`src/rtl/sram_port_ctrl_pkg.sv`:
```
// -----------------------------------------------------------------------------
// sram_ctrl_pkg
// Shared definitions for the port-0 request controller of the 1RW+1R SRAM
// macros. It provides:
//   - default geometry (address/data width, byte lanes, response depth),
//   - the drive levels port 0 sits at when no access is issued,
//   - the response record carried through the response FIFO,
//   - a range check that maps a byte address onto the macro's word space.
// -----------------------------------------------------------------------------
package sram_ctrl_pkg;

    localparam int DEF_ADDR_WIDTH = 8;
    localparam int DEF_DATA_WIDTH = 32;
    localparam int DEF_NUM_WMASKS = DEF_DATA_WIDTH / 8;
    localparam int DEF_RSP_DEPTH  = 4;

    // Port-0 drive levels for an idle cycle (chip select and write enable are active low)
    localparam logic SRAM_CSB_IDLE = 1'b1;
    localparam logic SRAM_WEB_IDLE = 1'b1;

    // One read response: data word plus out-of-range flag
    typedef struct packed {
        logic [DEF_DATA_WIDTH-1:0] rdata;
        logic                      err;
    } rsp_t;

    // A byte address hits the macro only if every bit above the word index is zero
    function automatic logic addr_in_range(input logic [31:0] addr,
                                           input int unsigned addr_width);
        logic [31:0] upper;
        upper = addr >> (addr_width + 32'd2);
        return (upper == 32'd0);
    endfunction

endpackage

```
`src/rtl/sram_port_ctrl_if.sv`:
```
// -----------------------------------------------------------------------------
// sram_port_ctrl_if
// Request/response channel between a core/LSU and sram_port_ctrl.
//   req_valid/req_ready : request handshake (accepted when both high at posedge)
//   req_we              : 1 = write, 0 = read
//   req_addr            : byte address
//   req_wdata/req_wstrb : write data and byte enables
//   rsp_valid/rsp_ready : read-response handshake
//   rsp_rdata/rsp_err   : read data (0 on error) and out-of-range flag
// modport master : requester side (core/LSU, testbench)
// modport slave  : controller side
// -----------------------------------------------------------------------------
interface sram_port_ctrl_if
    import sram_ctrl_pkg::*;
#(
    parameter int DATA_WIDTH = DEF_DATA_WIDTH,
    parameter int NUM_WMASKS = DEF_NUM_WMASKS
) ();

    logic                  req_valid;
    logic                  req_ready;
    logic                  req_we;
    logic [31:0]           req_addr;
    logic [DATA_WIDTH-1:0] req_wdata;
    logic [NUM_WMASKS-1:0] req_wstrb;
    logic                  rsp_valid;
    logic                  rsp_ready;
    logic [DATA_WIDTH-1:0] rsp_rdata;
    logic                  rsp_err;

    modport master (
        output req_valid, req_we, req_addr, req_wdata, req_wstrb, rsp_ready,
        input  req_ready, rsp_valid, rsp_rdata, rsp_err
    );

    modport slave (
        input  req_valid, req_we, req_addr, req_wdata, req_wstrb, rsp_ready,
        output req_ready, rsp_valid, rsp_rdata, rsp_err
    );

endinterface

```
`src/rtl/sram_rsp_fifo.sv`:
```
// -----------------------------------------------------------------------------
// sram_rsp_fifo
// Synchronous FIFO holding read responses until the requester takes them.
//   clk, rst_n  : clock, asynchronous active-low reset (clears storage too,
//                 so the head reads as all-zero after reset)
//   i_push      : write i_push_data (ignored when full)
//   i_pop       : drop the head entry (ignored when empty)
//   o_head      : oldest entry
//   o_full      : DEPTH entries stored
//   o_empty     : no entry stored
// DEPTH must be a power of two, at least 2. Pointers carry one extra wrap bit
// so full and empty are told apart without a separate count.
// -----------------------------------------------------------------------------
module sram_rsp_fifo
    import sram_ctrl_pkg::*;
#(
    parameter int  DEPTH = DEF_RSP_DEPTH,
    parameter type T     = rsp_t
) (
    input  logic clk,
    input  logic rst_n,
    input  logic i_push,
    input  T     i_push_data,
    input  logic i_pop,
    output T     o_head,
    output logic o_full,
    output logic o_empty
);

    localparam int PW = $clog2(DEPTH);
    localparam T   ENTRY_ZERO = T'({$bits(T){1'b0}});

    T              r_mem [DEPTH];
    logic [PW:0]   r_wr_ptr;
    logic [PW:0]   r_rd_ptr;
    logic          w_push;
    logic          w_pop;

    // Full/empty flags and qualified push/pop strobes
    always_comb begin
        o_empty = (r_wr_ptr == r_rd_ptr);
        o_full  = (r_wr_ptr[PW-1:0] == r_rd_ptr[PW-1:0]) &&
                  (r_wr_ptr[PW] != r_rd_ptr[PW]);
        w_push  = i_push && !o_full;
        w_pop   = i_pop && !o_empty;
        o_head  = r_mem[r_rd_ptr[PW-1:0]];
    end

    // Storage write port
    always_ff @(posedge clk or negedge rst_n) begin
        if (!rst_n) begin
            for (int i = 0; i < DEPTH; i++) begin
                r_mem[i] <= ENTRY_ZERO;
            end
        end else if (w_push) begin
            r_mem[r_wr_ptr[PW-1:0]] <= i_push_data;
        end else begin
            r_mem[r_wr_ptr[PW-1:0]] <= r_mem[r_wr_ptr[PW-1:0]];
        end
    end

    // Write and read pointers
    always_ff @(posedge clk or negedge rst_n) begin
        if (!rst_n) begin
            r_wr_ptr <= {(PW+1){1'b0}};
            r_rd_ptr <= {(PW+1){1'b0}};
        end else begin
            if (w_push) begin
                r_wr_ptr <= r_wr_ptr + {{PW{1'b0}}, 1'b1};
            end else begin
                r_wr_ptr <= r_wr_ptr;
            end
            if (w_pop) begin
                r_rd_ptr <= r_rd_ptr + {{PW{1'b0}}, 1'b1};
            end else begin
                r_rd_ptr <= r_rd_ptr;
            end
        end
    end

endmodule

```
`src/rtl/sram_port_ctrl.sv`:
```
// -----------------------------------------------------------------------------
// sram_port_ctrl
// Port-0 request controller for a 1RW+1R OpenRAM macro. Turns a byte-addressed
// valid/ready request stream into registered csb0/web0/wmask0/addr0/din0
// drives, captures dout0 in its valid window and returns read data in order.
//   clk, rst_n      : clock (also the macro's clk0), async active-low reset
//   bus (slave)     : request/response channel (see sram_port_ctrl_if)
//   err_sticky      : set by any accepted out-of-range request, reset-only clear
//   sram_csb0/web0  : macro chip select / write enable (active low)
//   sram_wmask0     : macro byte write mask
//   sram_addr0/din0 : macro word address / write data
//   sram_dout0      : macro read data
// Pipeline: stage A holds the drives for the access the macro samples at the
// next edge; stage B tags the read the macro is executing; its data is pushed
// into the response FIFO at the edge that ends stage B. A credit counter caps
// (FIFO entries + reads in flight) at RSP_DEPTH so a push never meets a full
// FIFO.
// -----------------------------------------------------------------------------
module sram_port_ctrl
    import sram_ctrl_pkg::*;
#(
    parameter int ADDR_WIDTH = DEF_ADDR_WIDTH,
    parameter int DATA_WIDTH = DEF_DATA_WIDTH,
    parameter int NUM_WMASKS = DEF_NUM_WMASKS,
    parameter int RSP_DEPTH  = DEF_RSP_DEPTH
) (
    input  logic                  clk,
    input  logic                  rst_n,
    sram_port_ctrl_if.slave       bus,
    output logic                  err_sticky,
    output logic                  sram_csb0,
    output logic                  sram_web0,
    output logic [NUM_WMASKS-1:0] sram_wmask0,
    output logic [ADDR_WIDTH-1:0] sram_addr0,
    output logic [DATA_WIDTH-1:0] sram_din0,
    input  logic [DATA_WIDTH-1:0] sram_dout0
);

    typedef struct packed {
        logic [DATA_WIDTH-1:0] rdata;
        logic                  err;
    } rsp_entry_t;

    localparam int            CW         = $clog2(RSP_DEPTH) + 1;
    localparam logic [CW-1:0] CREDIT_MAX = CW'(RSP_DEPTH);
    localparam logic [CW-1:0] CREDIT_ONE = {{(CW-1){1'b0}}, 1'b1};

    // Stage A: port-0 drive registers
    logic                  r_csb0;
    logic                  r_web0;
    logic [NUM_WMASKS-1:0] r_wmask0;
    logic [ADDR_WIDTH-1:0] r_addr0;
    logic [DATA_WIDTH-1:0] r_din0;
    logic                  r_a_rd_vld;
    logic                  r_a_rd_err;
    // Stage B: read the macro is executing
    logic                  r_b_rd_vld;
    logic                  r_b_rd_err;
    // Credits and error flag
    logic [CW-1:0]         r_out_cnt;
    logic                  r_err_sticky;

    logic                  w_req_ready;
    logic                  w_req_fire;
    logic                  w_rd_fire;
    logic                  w_in_range;
    logic [ADDR_WIDTH-1:0] w_word_idx;
    logic                  w_rsp_fire;
    logic                  w_push;
    rsp_entry_t            w_push_data;
    rsp_entry_t            w_head;
    logic                  w_full;
    logic                  w_empty;

    // Request decode, handshakes and the response entry built from stage B
    always_comb begin
        w_req_ready = (r_out_cnt < CREDIT_MAX);
        w_req_fire  = bus.req_valid && w_req_ready;
        w_rd_fire   = w_req_fire && !bus.req_we;
        w_in_range  = addr_in_range(bus.req_addr, ADDR_WIDTH);
        w_word_idx  = bus.req_addr[ADDR_WIDTH+1:2];
        w_rsp_fire  = bus.rsp_ready && !w_empty;
        // w_full never blocks a push while credits hold; it is a safety net
        w_push      = r_b_rd_vld && !w_full;
        w_push_data.err = r_b_rd_err;
        if (r_b_rd_err) begin
            w_push_data.rdata = {DATA_WIDTH{1'b0}};
        end else begin
            w_push_data.rdata = sram_dout0;
        end
    end

    // Stage A: drives for the access sampled by the macro at the next edge
    always_ff @(posedge clk or negedge rst_n) begin
        if (!rst_n) begin
            r_csb0   <= SRAM_CSB_IDLE;
            r_web0   <= SRAM_WEB_IDLE;
            r_wmask0 <= {NUM_WMASKS{1'b0}};
            r_addr0  <= {ADDR_WIDTH{1'b0}};
            r_din0   <= {DATA_WIDTH{1'b0}};
        end else if (w_req_fire) begin
            // Out-of-range requests keep the macro deselected
            r_csb0   <= ~w_in_range;
            r_web0   <= ~bus.req_we;
            r_wmask0 <= bus.req_we ? bus.req_wstrb : {NUM_WMASKS{1'b0}};
            r_addr0  <= w_word_idx;
            r_din0   <= bus.req_wdata;
        end else begin
            r_csb0   <= SRAM_CSB_IDLE;
            r_web0   <= SRAM_WEB_IDLE;
            r_wmask0 <= {NUM_WMASKS{1'b0}};
            r_addr0  <= r_addr0;
            r_din0   <= r_din0;
        end
    end

    // Read tags for stage A and stage B
    always_ff @(posedge clk or negedge rst_n) begin
        if (!rst_n) begin
            r_a_rd_vld <= 1'b0;
            r_a_rd_err <= 1'b0;
            r_b_rd_vld <= 1'b0;
            r_b_rd_err <= 1'b0;
        end else begin
            r_a_rd_vld <= w_rd_fire;
            r_a_rd_err <= w_rd_fire && !w_in_range;
            r_b_rd_vld <= r_a_rd_vld;
            r_b_rd_err <= r_a_rd_err;
        end
    end

    // Credit counter: reads issued but not yet handed back
    always_ff @(posedge clk or negedge rst_n) begin
        if (!rst_n) begin
            r_out_cnt <= {CW{1'b0}};
        end else begin
            case ({w_rd_fire, w_rsp_fire})
                2'b10:   r_out_cnt <= r_out_cnt + CREDIT_ONE;
                2'b01:   r_out_cnt <= r_out_cnt - CREDIT_ONE;
                default: r_out_cnt <= r_out_cnt;
            endcase
        end
    end

    // Sticky out-of-range flag
    always_ff @(posedge clk or negedge rst_n) begin
        if (!rst_n) begin
            r_err_sticky <= 1'b0;
        end else if (w_req_fire && !w_in_range) begin
            r_err_sticky <= 1'b1;
        end else begin
            r_err_sticky <= r_err_sticky;
        end
    end

    sram_rsp_fifo #(
        .DEPTH (RSP_DEPTH),
        .T     (rsp_entry_t)
    ) u_rsp_fifo (
        .clk         (clk),
        .rst_n       (rst_n),
        .i_push      (w_push),
        .i_push_data (w_push_data),
        .i_pop       (w_rsp_fire),
        .o_head      (w_head),
        .o_full      (w_full),
        .o_empty     (w_empty)
    );

    assign bus.req_ready = w_req_ready;
    assign bus.rsp_valid = !w_empty;
    assign bus.rsp_rdata = w_head.rdata;
    assign bus.rsp_err   = w_head.err;
    assign err_sticky    = r_err_sticky;
    assign sram_csb0     = r_csb0;
    assign sram_web0     = r_web0;
    assign sram_wmask0   = r_wmask0;
    assign sram_addr0    = r_addr0;
    assign sram_din0     = r_din0;

endmodule

```
`src/flat_wrapper.sv`:
```
// flat-port wrapper written by rule: the top's interface ports become plain ports
module sram_port_ctrl_flat import sram_ctrl_pkg::*;
#(
    parameter int ADDR_WIDTH = DEF_ADDR_WIDTH,
    parameter int DATA_WIDTH = DEF_DATA_WIDTH,
    parameter int NUM_WMASKS = DEF_NUM_WMASKS,
    parameter int RSP_DEPTH  = DEF_RSP_DEPTH
)
  (clk, rst_n, err_sticky, sram_csb0, sram_web0, sram_wmask0, sram_addr0, sram_din0, sram_dout0, bus_req_valid, bus_req_we, bus_req_addr, bus_req_wdata, bus_req_wstrb, bus_rsp_ready, bus_req_ready, bus_rsp_valid, bus_rsp_rdata, bus_rsp_err);
  sram_port_ctrl_if #(.DATA_WIDTH(DATA_WIDTH), .NUM_WMASKS(NUM_WMASKS)) bus_i ();
  input  logic clk;
  input  logic rst_n;
  output logic err_sticky;
  output logic sram_csb0;
  output logic sram_web0;
  output logic [NUM_WMASKS-1:0] sram_wmask0;
  output logic [ADDR_WIDTH-1:0] sram_addr0;
  output logic [DATA_WIDTH-1:0] sram_din0;
  input  logic [DATA_WIDTH-1:0] sram_dout0;
  input wire logic [$bits(bus_i.req_valid)-1:0] bus_req_valid;
  input wire logic [$bits(bus_i.req_we)-1:0] bus_req_we;
  input wire logic [$bits(bus_i.req_addr)-1:0] bus_req_addr;
  input wire logic [$bits(bus_i.req_wdata)-1:0] bus_req_wdata;
  input wire logic [$bits(bus_i.req_wstrb)-1:0] bus_req_wstrb;
  input wire logic [$bits(bus_i.rsp_ready)-1:0] bus_rsp_ready;
  output wire logic [$bits(bus_i.req_ready)-1:0] bus_req_ready;
  output wire logic [$bits(bus_i.rsp_valid)-1:0] bus_rsp_valid;
  output wire logic [$bits(bus_i.rsp_rdata)-1:0] bus_rsp_rdata;
  output wire logic [$bits(bus_i.rsp_err)-1:0] bus_rsp_err;
  assign bus_i.req_valid = bus_req_valid;
  assign bus_i.req_we = bus_req_we;
  assign bus_i.req_addr = bus_req_addr;
  assign bus_i.req_wdata = bus_req_wdata;
  assign bus_i.req_wstrb = bus_req_wstrb;
  assign bus_i.rsp_ready = bus_rsp_ready;
  assign bus_req_ready = bus_i.req_ready;
  assign bus_rsp_valid = bus_i.rsp_valid;
  assign bus_rsp_rdata = bus_i.rsp_rdata;
  assign bus_rsp_err = bus_i.rsp_err;
  sram_port_ctrl #(.ADDR_WIDTH(ADDR_WIDTH), .DATA_WIDTH(DATA_WIDTH), .NUM_WMASKS(NUM_WMASKS), .RSP_DEPTH(RSP_DEPTH)) u_core (.clk(clk), .rst_n(rst_n), .bus(bus_i), .err_sticky(err_sticky), .sram_csb0(sram_csb0), .sram_web0(sram_web0), .sram_wmask0(sram_wmask0), .sram_addr0(sram_addr0), .sram_din0(sram_din0), .sram_dout0(sram_dout0));
endmodule
```
`config.mk`:
```
export PLATFORM = sky130hd
export DESIGN_NAME = sram_port_ctrl_flat
export DESIGN_NICKNAME = d
export VERILOG_FILES = /design/src/rtl/sram_port_ctrl_pkg.sv /design/src/rtl/sram_port_ctrl_if.sv /design/src/rtl/sram_rsp_fifo.sv /design/src/rtl/sram_port_ctrl.sv /design/src/flat_wrapper.sv
export SDC_FILE = /design/constraint.sdc
export NUM_CORES = 1
export LEC_CHECK = 0
export ABC_AREA = 1
export CAP_MARGIN = 20
export CORE_MARGIN = 3
export CORE_UTILIZATION = 50
export DETAILED_ROUTE_END_ITERATION = 16
export PLACE_DENSITY = 0.82
export RECOVER_POWER = 100
export SLEW_MARGIN = 20
export SYNTH_ARGS = -nofsm -noshare
export SYNTH_HDL_FRONTEND = slang
export SYNTH_SLANG_ARGS = --single-unit
```
`constraint.sdc`:
```
create_clock -name clk -period 2.1 [get_ports clk]
set_input_delay 0.21 -clock clk [delete_from_list [all_inputs] [get_ports clk]]
set_output_delay 0.21 -clock clk [all_outputs]
set_load 0.005 [all_outputs]
```
; ---- Word-level counts from Yosys, hierarchy flattened
; Cells that the tools add are included.
[totals]
regBits = 192
inputBits = 105
output_inout_bits = 82
wordCells = 71
[op_classes]
n_addsub = 4
magnitude_cmp = 4
n_eq_ne = 5
mux = 17
bitwise = 4
reduce_logical = 16
[ops]
columns = cell, count
row1 = 132-bit bitwise mux, 2
row2 = 33-bit 2-to-1 mux, 5
row3 = 33-bit binary-select mux with 2-bit select, 2
row4 = 132-bit 2-to-1 mux, 1
row5 = 33-bit demux with 2-bit select, 1
row6 = 32-bit logical NOT, 1
row7 = 32-bit 2-to-1 mux, 1
row8 = 1-bit logical AND, 10
row9 = 3-bit by 1-bit adder with 3-bit output (second input constant), 3
row10 = 4-bit 2-to-1 mux, 2
row11 = 3-bit greater-or-equal comparator (second input constant), 2
row12 = 2-bit inverter with 3-bit output, 2
row13 = 3-bit one-hot mux with 2 select lines, 1
row14 = 1-bit logical NOT, 4
row15 = 3-bit == test, 1
row16 = 3-bit by 1-bit less-than comparator with 1-bit output (second input constant), 1
row17 = 3-bit less-than comparator (second input constant), 1
row18 = 3-bit by 1-bit subtractor with 3-bit output (second input constant), 1
row19 = 2-bit by 1-bit == test with 1-bit output (second input constant), 1
row20 = 2-bit == test, 1
row21 = 2-bit == test (second input constant), 1
row22 = 1-bit 2-to-1 mux, 2
row23 = 1-bit inverter, 2
row24 = 2-bit nonzero test, 1
row25 = 1-bit inequality test, 1

; ---- Logic depth before layout (Yosys ltp)
[logic_depth]
ltp_word = 7
mapped_depth = 13
ltp_nobuf = 12

; ---- Modules after synthesis
; From an unflattened synthesis, not the netlist that was laid out.
[hier_totals]
cells_unflattened = 1814
hier_area_um2 = 12104.1
[modules_own_cells]
columns = mod, n_inst, cells_each, area_per_inst_um2, seq_area_each_um2
row1 = sram_rsp_fifo, 1, 1509, 9699.3, 3453.3
row2 = sram_port_ctrl, 1, 305, 2404.8, 1353.8

; ---- Worst setup path before layout
; OpenSTA, ideal clock, no wires.
[synth_timing]
path_kind = register to register
start = register u_core.u_rsp_fifo.r_wr_ptr[1]
end = register u_core.r_out_cnt[2]
setup_time_ns = 0.131
arrival_time_ns = 1.932
required_time_ns = 1.969
setup_slack_ns = 0.037
path_stages_with_launch = 12
n_path_buf = 1
period_less_slack_ns = 2.063
cell_sequence = dfrtp_1 > buf_2 > xnor2_2 > nand3_1 > nand2_1 > inv_1 > ha_1 > inv_1 > fa_1 > a21oi_1 > o21ai_0 > xor2_1
[synth_between]
elab_chain_len = 5
word_cells_on_any_way = 7
cone_classes = eq/ne (3) / mux (1) / reduce/logical (3)
[synth_rtl]
columns = item, line_no
row1 = "start, declared", sram_rsp_fifo.sv:34  ; logic [PW:0] r_wr_ptr;
row2 = "start signal, assigned", sram_rsp_fifo.sv:65  ; r_wr_ptr <= {(PW+1){1'b0}};
row3 = "start signal, assigned", sram_rsp_fifo.sv:69  ; r_wr_ptr <= r_wr_ptr + {{PW{1'b0}}, 1'b1};
row4 = "start signal, assigned", sram_rsp_fifo.sv:71  ; r_wr_ptr <= r_wr_ptr;
row5 = 3-bit == test (*), sram_rsp_fifo.sv:41  ; o_empty = (r_wr_ptr == r_rd_ptr);
row6 = 1-bit logical NOT (*), n/a
row7 = named net bus_rsp_valid, flat_wrapper.sv:27  ; output wire logic [$bits(bus_i.rsp_valid)-1:0] bus_rsp_valid;
row8 = 1-bit logical AND (*), sram_port_ctrl.sv:82  ; w_rsp_fire = bus.rsp_ready && !w_empty;
row9 = 2-bit by 1-bit == test with 1-bit output / 2-bit == test (equally long branches), sram_port_ctrl.sv:137  ; case ({w_rd_fire, w_rsp_fire})
row10 = 3-bit one-hot mux with 2 select lines / 2-bit nonzero test (equally long branches), n/a
row11 = "end signal, assigned", sram_port_ctrl.sv:138  ; 2'b10: r_out_cnt <= r_out_cnt + CREDIT_ONE;
row12 = "end signal, assigned", sram_port_ctrl.sv:139  ; 2'b01: r_out_cnt <= r_out_cnt - CREDIT_ONE;
row13 = "end signal, assigned", sram_port_ctrl.sv:140  ; default: r_out_cnt <= r_out_cnt;
row14 = "end, declared", sram_port_ctrl.sv:60  ; logic [CW-1:0] r_out_cnt;
; The timed path passes the listed nets; every way through them passes the cells marked *.
; A chain may end at the register's enable or synchronous reset.

; ---- Final worst setup path
[layout_timing]
start = register u_core.u_rsp_fifo.r_rd_ptr[0]
end = output port bus_rsp_rdata[19]
[layout_between]
elab_chain_len = 4
[layout_rtl]
columns = item, line_no
row1 = "start, declared", sram_rsp_fifo.sv:35  ; logic [PW:0] r_rd_ptr;
row2 = "start signal, assigned", sram_rsp_fifo.sv:66  ; r_rd_ptr <= {(PW+1){1'b0}};
row3 = "start signal, assigned", sram_rsp_fifo.sv:74  ; r_rd_ptr <= r_rd_ptr + {{PW{1'b0}}, 1'b1};
row4 = "start signal, assigned", sram_rsp_fifo.sv:76  ; r_rd_ptr <= r_rd_ptr;
row5 = 2-bit inverter with 3-bit output (implied by the code), sram_rsp_fifo.sv:46  ; o_head = r_mem[r_rd_ptr[PW-1:0]];
row6 = 33-bit binary-select mux with 2-bit select, sram_rsp_fifo.sv:46
row7 = 33-bit 2-to-1 mux (implied by the code) (2 in a row), sram_rsp_fifo.sv:46
row8 = "end, declared", flat_wrapper.sv:28  ; output wire logic [$bits(bus_i.rsp_rdata)-1:0] bus_rsp_rdata;
; No other way between the ends. The select of a mux whose other input is x is not followed.

==> results.yml <==
worst_setup_path:
  slowest_stage: "dfrtp_2"
  crit_chain: "inv_8 > buf_12 > clkbuf_16 > nand2_1 > a21oi_2 > clkdlybuf4s15_1"
  reg2regPathDepth: 8
  timing.rr.start: "u_core.u_rsp_fifo.r_wr_ptr[0]"
  cp_num_buf_inv: 4
  crit_path_max_fanout: 22
  worst_setup_path_start_kind: "flip-flop"
  r2r_end: "u_core.u_rsp_fifo.r_mem[93]"
  cp-end-kind: "primary output"
  ff2ff_setup_slack_ns: 0.09
  path_class: "reg -> out"
  path_depth: 6
  startpoint: "u_core.u_rsp_fifo.r_rd_ptr[0]"
  required_ns: 1.89
  cp.arrival_ns: 1.88
  max_stage_delay_ns: 0.47
  cp-endpoint: "bus_rsp_rdata[19]"
  critPathTopFamily: "buffers and inverters"
synthesis:
  synth_cell_types: 28
  synth_fa_ha_area_share_pct: 0.7927
  synth-simple-area-share_pct: 38.08
  synth_warnings: 0
  synth.area.mux_share_pct: 0
  synthArstFlopShare_pct: 100.0
  ys_top_cells_by_area: "dfrtp_1, nand2_1, nand3_1"
  synth-seq-cells: 192
  synth_ff_type: "dfrtp_1"
  synth_top_family_by_area: "simple AND/OR/NAND/NOR gates"
  ys_top_cells_by_count: "nand2_1, nand3_1, a21oi_1"
  syn_nets: 1940
  synth_compound_area_share_pct: 11.02
  yosysTopAreaCell: "dfrtp_1"
  netlist.area_leader.share_pct: 39.63
  synth_most_common_cell: "nand2_1"
  synth_xor_area_share_pct: 0.5006
  synth_edf_count: 0
  syn_inst: 1828
  synth.avg_cell_area_um2: 6.563
  syn-cell-area_um2: 12000
  ys_seq_area_share_pct: 40.07
hold_path:
  hp-class: "in -> reg"
  hp-start: "bus_req_wstrb[1]"
place:
  dp_cells: 2248
  routabilityCongestion: 0.8517
  place_area_um2: 14280
  port_buffers: 184
  hpwlAfterDp_mm: 22.06
timing:
  skew_ns: 0.01588
  hold_ws_ns: 0.2851
  max_freq_mhz: 478.1
  fin_tns_setup_ns: 0
  setup_viol: 0
  relSlewSlack_pct: 7.461
  period_minus_slack_ns: 2.092
  fin_crit_sh_pct: 99.60
  grt_setup_unrepaired: "yes"
  slew_violations: 0
  hold_violations: 0
  worst_pin_slew_ns: 1.388
run:
  max-cap-violations: 0
route:
  wl_mm: 37.57
  ant_nets: 0
  first_iter_violations: 1552
  drtPass1Iterations: 6
  route.detailed.drc: 0
  wl_per_cell_um: 16.41
  vias: 12900
  vias_per_cell: 5.635
power:
  swShare_pct: 25.92
  p_per_area_nw_per_um2: 496.0
  leakagePower_uw: 0.008016
  vdd_ir_drop_max_mv: 0.6533
  p_comb_share_pct: 4.8
  clkPwrFrac_pct: 46.0
  p_int_uw: 5559
  seqPwrFrac_pct: 49.2
  p_switching_uw: 1945
die:
  core_area_um2: 23540
  start_util_pct: 50.96
  rows: 56
  die_h_um: 160.9
  die_w_um: 160.9
  die-area_um2: 25890
  ios: 187
clock_tree:
  clkSinkCount: 192
  clkTransAtPathRegs_ns: 0.09
  cts_tree: "built"
  clk_latency_ns: 0.44
  htreeDepth: 4
  cts_root_buf: "clkbuf_16"
  cts_max_path_buffers: 2
  cts_made_buffers: 17
grt:
  grt_pass1_wl_mm: 61.21
  antenna_found_initial: 0
  grt_usage_pct: 28.44
  grt_pass1_vias: 12580
  grt_remaining_overflow: 0
  grt_max_degree: 69
final_layout:
  antenna_cells: 0
  drive_above_1_share_pct: 6.650
  final_nets: 2069
  multiInputGateArea_um2: 6141
  area_growth_pct: 26.12
  fin_cells: 2289
  regArea_um2: 4816
  fin_area_um2: 15130
  fillers: 2014
run_status:
  status: "finished, final reports clean"
[metal layers]
metal | GRT usage, % | share of wire (%) | up-vias
met1 | 36.04 | 39 | 5925
met2 | 47.78 | 48 | 769
met5 | 0 | 0 | -
met3 | 6.938 | 11 | 91
li1 | - | - | 6114
met4 | 9.777 | 2.5 | 0
[layout by cell type (no fill, tap or decap), types with 2 or more instances in the layout]
cell	n
dlygate4sd2_1	28
clkbuf_4	2
nand3_1	297
inv_6	2
nand3b_1	35
clkbuf_2	3
buf_2	2
clkdlybuf4s50_1	100
dfstp_2	2
inv_12	3
dfrtp_2	4
o21ai_1	11
dlymetal6s2s_1	3
a21oi_1	212
clkinv_8	7
nor2_1	120
buf_6	4
buf_4	27
dlygate4sd3_1	50
nand2_1	617
clkbuf_1	2
clkbuf_16	20
buf_16	3
o21ai_0	21
xnor2_1	4
o21ai_2	6
inv_2	4
buf_12	15
inv_8	4
ha_1	6
clkinv_1	2
inv_1	141
dfrtp_1	185
a21oi_2	13
[area by class of cell]
type | count | area share (%)
Multi-Input combinational cell | 1353 | 40.59
Sequential cell | 192 | 31.83
Timing Repair Buffer | 244 | 16.94
Inverter | 149 | 3.779
Clock buffer | 17 | 2.812
Tap cell | 319 | 2.638
Clock inverter | 15 | 1.414
[worst min-delay path by stage]
stage / cells past startpoint / to
finish: 3 / u_core.sram_wmask0[1]
global route: 3 / u_core.sram_wmask0[1]
CTS: 3 / u_core.sram_wmask0[1]
detailed placement: 1 / u_core.u_rsp_fifo.r_mem[109]
global placement: 1 / u_core.u_rsp_fifo.r_mem[109]
floorplan: 0 / u_core.err_sticky
[stage by stage]
step           utilization, %  total power (uW)  setup slack [ns]
6_report                64.26              7505          0.008474
5_1_grt                 64.26              7723          -0.02435
4_1_cts                 63.82              7554           -0.1318
3_5_place_dp            60.66              4135           0.07508
3_3_place_gp            60.66              4130           0.09372
2_1_floorplan               -              3826           0.03742
[worst reg2reg max path, stage by stage, from the launching register on]
cell and delay, ns:
dfrtp_2 0.43, inv_2 0.06, clkbuf_4 0.44, buf_6 0.39, nand2_1 0.12, nand3_1 0.15
a21oi_1 0.11, nand2_1 0.10, nand3_1 0.10
[flip-flops by register name, summed over array words and instances (netlist names)]
register                    cells
u_core.u_rsp_fifo.r_mem       132
u_core.sram_din0               32
u_core.sram_addr0               8
u_core.sram_wmask0              4
u_core.r_out_cnt                3
u_core.u_rsp_fifo.r_rd_ptr      3
u_core.u_rsp_fifo.r_wr_ptr      3
u_core.err_sticky               1
u_core.r_a_rd_err               1
u_core.r_a_rd_vld               1
u_core.r_b_rd_err               1
u_core.r_b_rd_vld               1
u_core.sram_csb0                1
u_core.sram_web0                1
[repair_timing]
| action | in CTS | in global routing |
|---|---|---|
| hold buffers | 1 | 0 |
| pin swaps | 1 | 2 |
| setup endpoints to repair | 34 | 61 |
| hold endpoints to repair | 41 | 0 |
| buffers inserted | 1 | 3 |
| resized for setup | 61 | 30 |
| cloned | 2 | 3 |
[power by group through the flow]
stage,Clock (uW),Combinational (uW),Sequential (uW)
6_report,3450,359,3690
5_1_grt,3630,394,3690
4_1_cts,3490,370,3690
3_5_place_dp,0,367,3770
3_3_place_gp,0,362,3770
2_1_floorplan,0,57.6,3770
[cells by family (layout without fill, tap and decap cells)]
group                    after synthesis  count (layout)
AO/OA/AOI/OAI                        264             264
buffers and inverters                283             425
adder cells (fa/ha/maj)                7               7
flip-flops                           192             192
AND/OR/NAND/NOR                     1076            1076
XOR/XNOR                               6               6
Note: power is estimated with default switching activity, not from simulation.
